File: src/rtl/am_mux_seq.sv
// Registered inverting N-channel mux with channel tag and optional auto-scan.
// Define AM_MUX_SEQ_SCAN_EN to build the scan counter and wrap pulse.
module am_mux_seq #(
    parameter int unsigned WIDTH    = 4,
    parameter int unsigned CHANNELS = 2,
    parameter int unsigned SELW     = 1
) (
    input  logic                      clk,
    input  logic                      rst_,
    input  logic [CHANNELS*WIDTH-1:0] d,
    input  logic [SELW-1:0]           sel,
    input  logic                      mode,
    input  logic                      g_,
    output logic [WIDTH-1:0]          y,
    output logic                      vld,
    output logic [SELW-1:0]           ch,
    output logic                      wrap
);

    logic [WIDTH-1:0] y_d, y_q;
    logic             vld_d, vld_q;
    logic [SELW-1:0]  ch_d, ch_q;
    logic [SELW-1:0]  mux_idx;
    logic [WIDTH-1:0] mux_word;
    logic             scan_mode;
    logic             sel_ok;

`ifdef AM_MUX_SEQ_SCAN_EN
    localparam logic [SELW-1:0] LAST = SELW'(CHANNELS - 1);

    logic [SELW-1:0] cnt_d, cnt_q;
    logic            wrap_d, wrap_q;

    assign scan_mode = mode;
    assign mux_idx   = scan_mode ? cnt_q : sel;
`else
    logic unused_mode;

    assign unused_mode = mode;
    assign scan_mode   = 1'b0;
    assign mux_idx     = sel;
`endif

    assign sel_ok = (32'(sel) < CHANNELS);

    always_comb begin
        mux_word = '1;
        for (int unsigned k = 0; k < CHANNELS; k++) begin
            if (32'(mux_idx) == k) begin
                mux_word = d[k*WIDTH +: WIDTH];
            end
        end
    end

    always_comb begin
        y_d   = '1;
        vld_d = 1'b0;
        ch_d  = ch_q;
`ifdef AM_MUX_SEQ_SCAN_EN
        cnt_d  = cnt_q;
        wrap_d = 1'b0;
`endif
        if (!g_) begin
            if (scan_mode) begin
`ifdef AM_MUX_SEQ_SCAN_EN
                y_d    = ~mux_word;
                vld_d  = 1'b1;
                ch_d   = cnt_q;
                wrap_d = (cnt_q == LAST);
                cnt_d  = (cnt_q == LAST) ? '0 : cnt_q + 1'b1;
`endif
            end else begin
                // Direct capture always rewinds the scan so the next scan starts at channel 0.
                ch_d = sel;
                if (sel_ok) begin
                    y_d   = ~mux_word;
                    vld_d = 1'b1;
                end
`ifdef AM_MUX_SEQ_SCAN_EN
                cnt_d = '0;
`endif
            end
        end
    end

    always_ff @(posedge clk or negedge rst_) begin
        if (!rst_) begin
            y_q   <= '1;
            vld_q <= 1'b0;
            ch_q  <= '0;
        end else begin
            y_q   <= y_d;
            vld_q <= vld_d;
            ch_q  <= ch_d;
        end
    end

`ifdef AM_MUX_SEQ_SCAN_EN
    always_ff @(posedge clk or negedge rst_) begin
        if (!rst_) begin
            cnt_q  <= '0;
            wrap_q <= 1'b0;
        end else begin
            cnt_q  <= cnt_d;
            wrap_q <= wrap_d;
        end
    end

    assign wrap = wrap_q;
`else
    assign wrap = 1'b0;
`endif

    assign y   = y_q;
    assign vld = vld_q;
    assign ch  = ch_q;

endmodule
File: config.mk
export PLATFORM = sky130hd
export DESIGN_NAME = am_mux_seq
export DESIGN_NICKNAME = d
export VERILOG_FILES = /design/src/rtl/am_mux_seq.sv
export SDC_FILE = /design/constraint.sdc
export NUM_CORES = 1
export LEC_CHECK = 0
export CORE_AREA = 2 2 39 41
export CTS_CLUSTER_SIZE = 12
export DETAILED_ROUTE_END_ITERATION = 8
export DIE_AREA = 0 0 41 43
export GPL_ROUTABILITY_DRIVEN = 1
export SYNTH_ARGS = -nofsm -noshare
export SYNTH_HDL_FRONTEND = slang
export SYNTH_SLANG_ARGS = --single-unit
File: constraint.sdc
create_clock -name clk -period 1.15 [get_ports clk]
set_clock_uncertainty 0.05 [all_clocks]
set_input_delay 0.115 -clock clk [delete_from_list [all_inputs] [get_ports clk]]
set_output_delay 0.115 -clock clk [all_outputs]
set_load 0.01 [all_outputs]
==> metrics.md <==
| Metric | Value |
|---|---|
| Top-count cell post-synth | mux2_2 |
| I/O pin total | 20 |
| TritonCTS Buffers | 3 |
| Multi-input logic area | about 75 um2 |
| CTS tree | yes |
| Post-synth EDFFs | 0 |
| CP arrival | 960 ps |
| Crit path capture | y[1] |
| CP cell instances | clkdlybuf4s15_2 |
| Pleak | 0.1918 nW |
| Bufs and invs on worst path | 1 |
| Startpoint types | flop |
| Final instance area | 441.7 um2 |
| Final hold violation count | 0 |
| Worst reg2reg setup slack | about 360 ps |
| Wire per inst | between 8 and 9 um |
| Clock sinks | 6 |
| Post-layout min period | 1120 ps |
| DIE AREA | 1763 um2 |
| Initial antenna violation count | 0 |
| Post-synth top cells | mux2_2, dfstp_2, nand2_1 |
| Area contributors post-synth | dfstp_2, mux2_2, dfrtp_1 |
| Routed vias/inst | roughly 3.6 |
| Share of layout cells above drive strength 1 | 0.4359 |
| Routed Antenna Nets | 0 |
| Final hold slack | around 46 ps |
| CP max stage cell | dfstp_2 |
| Crit Path Class | reg2out |
| Die W | 41 um |
| Synth warn | 0 |
| Area leader, netlist | dfstp_2 |
| Core footprint | 1384 um2 |
| Crit-path max cell delay | about 500 ps |
| Critical path fanouts, max | 1 |
| Die height | between 40 and 50 um |
| RR Startpoint | ch$_DFFE_PN0N_ |
| H-tree lvl count | 1 |
| Initial Util | 0.1745 |
| Global-route wire length before repair | 765 um |
| # fillers | 156 |
| Final period util | 0.9740 |
| Fmax | 892.8 MHz |
| Critical Path RT | 990 ps |
| Unrepaired setup endpoints after global routing | no |
| Setup tns final | 0 ps |
| GRT overflow | 0 |
| Critical Path End Type | primary output |
| Synth unique cells | 7 |
| Status | finished, final reports clean |
| Drt drc | 0 |
| IO buf count | 17 |
| DRT Pass-1 Iters | 1 |
| Cell Rows | 14 |
| Routed WL | 466 um |
| Worst-path clk slew | 50 ps |
| Worst setup path start | y[1]$_DFF_PN1_ |
| Cell family with most CP delay | flip-flops |
| Clock Latency Late Sink | between 200 and 250 ps |
| CTS root buf | clkbuf_4 |
| Syn Nets | 31 |
| Total track usage | 0.07265 |
| Maxcap violations | 0 |
| Buffers from clock root to sink, at most | 2 |
| Path category of the worst min-delay check | in2async |
| Final Setup Violations | 0 |
| Max Slew Vio Count | 0 |
| FF+latch area | 155.1 um2 |
| Worst VDD drop | 0.2932 mV |
| Cells after Synth | 18 |
| Layout area overhead | 82.90% |
| Initial DRC count | 0 |
| Vias in the first global route | 198 |
| FF-to-FF path depth | 1 |
| Top cell type's share of synthesized area | 0.4352 |
| Sequential fraction of the synthesis area | 0.6425 |
| Largest net degree at the start of global routing | 7 |
| Worst R2R End | ch$_DFFE_PN0N_ |
| Synth Cell Area | ~240 um2 |
| Vias | 196 |
| Cell count along the critical path | 1 |
| FF+latch count, synth | 6 |
| # nets final | 53 |
| DP Area | 431.7 um2 |
| Post-synthesis average cell area | 13.42 um2 |
| Cell Pwr Density | 1214 nW/um2 |
| Ys async rst share | 1.000 |
| GP Congestion | 0.5896 |
| Synth Flop Type | dfstp_2 |
| # diodes | 0 |
layout by cell type, fill, tap and decap left out, drive strengths merged:
| master | n |
|---|---|
| buf | 2 |
| clkbuf | 6 |
| clkdlybuf4s15 | 1 |
| clkdlybuf4s50 | 11 |
| conb | 1 |
| dfrtp | 2 |
| dfstp | 4 |
| dlygate4sd2 | 2 |
| inv | 1 |
| mux2 | 5 |
| nand2 | 4 |
where the power goes:
group / total (W) / internal (W) / switching (W)
logic: 0.0000947 / 0.0000618 / 0.0000329
clock network: 0.000206 / 0.000131 / 0.0000742
registers: 0.000236 / 0.000233 / 0.00000350
registers in the layout (all words and copies together) (netlist names):
register and flops:
y 4, ch 1, vld 1
cells by family after synthesis:
logic type / after synthesis / share of synthesized area
buffers and inverters: 2 / 0.04663
flip-flops: 6 / 0.6425
multiplexers: 5 / 0.2331
other: 1 / 0.01553
AND/OR/NAND/NOR: 4 / 0.06216
area by class of cell:
class / count / share of cell area
repair buffers: 18 / 0.3654
clock buffers: 4 / 0.05949
multi-input cells: 10 / 0.1700
inverters: 1 / 0.008499
flip-flops and latches: 6 / 0.3513
well taps: 16 / 0.04533
metal layers:
metal / global-route usage / up-vias / wire, um
li1: - / 96 / -
met1: 0.08497 / 76 / 180
met2: 0.08438 / 20 / 164
met3: 0.02094 / 4 / 94
met4: 0.1000 / 0 / 27
met5: 0 / - / 0
metrics by stage:
stage / setup slack [ps] / std cells / utilization / power (W)
global route: 2.499 / 55 / 0.3192 / 0.0005731
finish: 29.89 / 55 / 0.3192 / 0.0005363
floorplan: 328.9 / 18 / - / 0.0002731
CTS: 8.722 / 55 / 0.3309 / 0.0005516
detailed placement: -96.31 / 51 / 0.3119 / 0.0003467
global placement: -98.89 / 51 / 0.3119 / 0.0003463
how the worst min path moves through the flow:
| stage | start | end | cells past startpoint |
|---|---|---|---|
| after floorplan | rst_ | ch$_DFFE_PN0N_ | 0 |
| final | rst_ | ch$_DFFE_PN0N_ | 1 |
| after detailed placement | rst_ | ch$_DFFE_PN0N_ | 1 |
| after CTS | rst_ | ch$_DFFE_PN0N_ | 1 |
| after global placement | rst_ | vld$_DFF_PN0_ | 1 |
| after global routing | rst_ | ch$_DFFE_PN0N_ | 1 |
timing repair:
action | 4_1_cts | 5_1_grt
pin swaps | 0 | 0
endpoints found under the setup margin | 6 | 3
resized for setup | 12 | 3
buffers inserted | 0 | 0
hold buffers | 0 | 0
No activity file was read; power rests on OpenSTA's default activity.
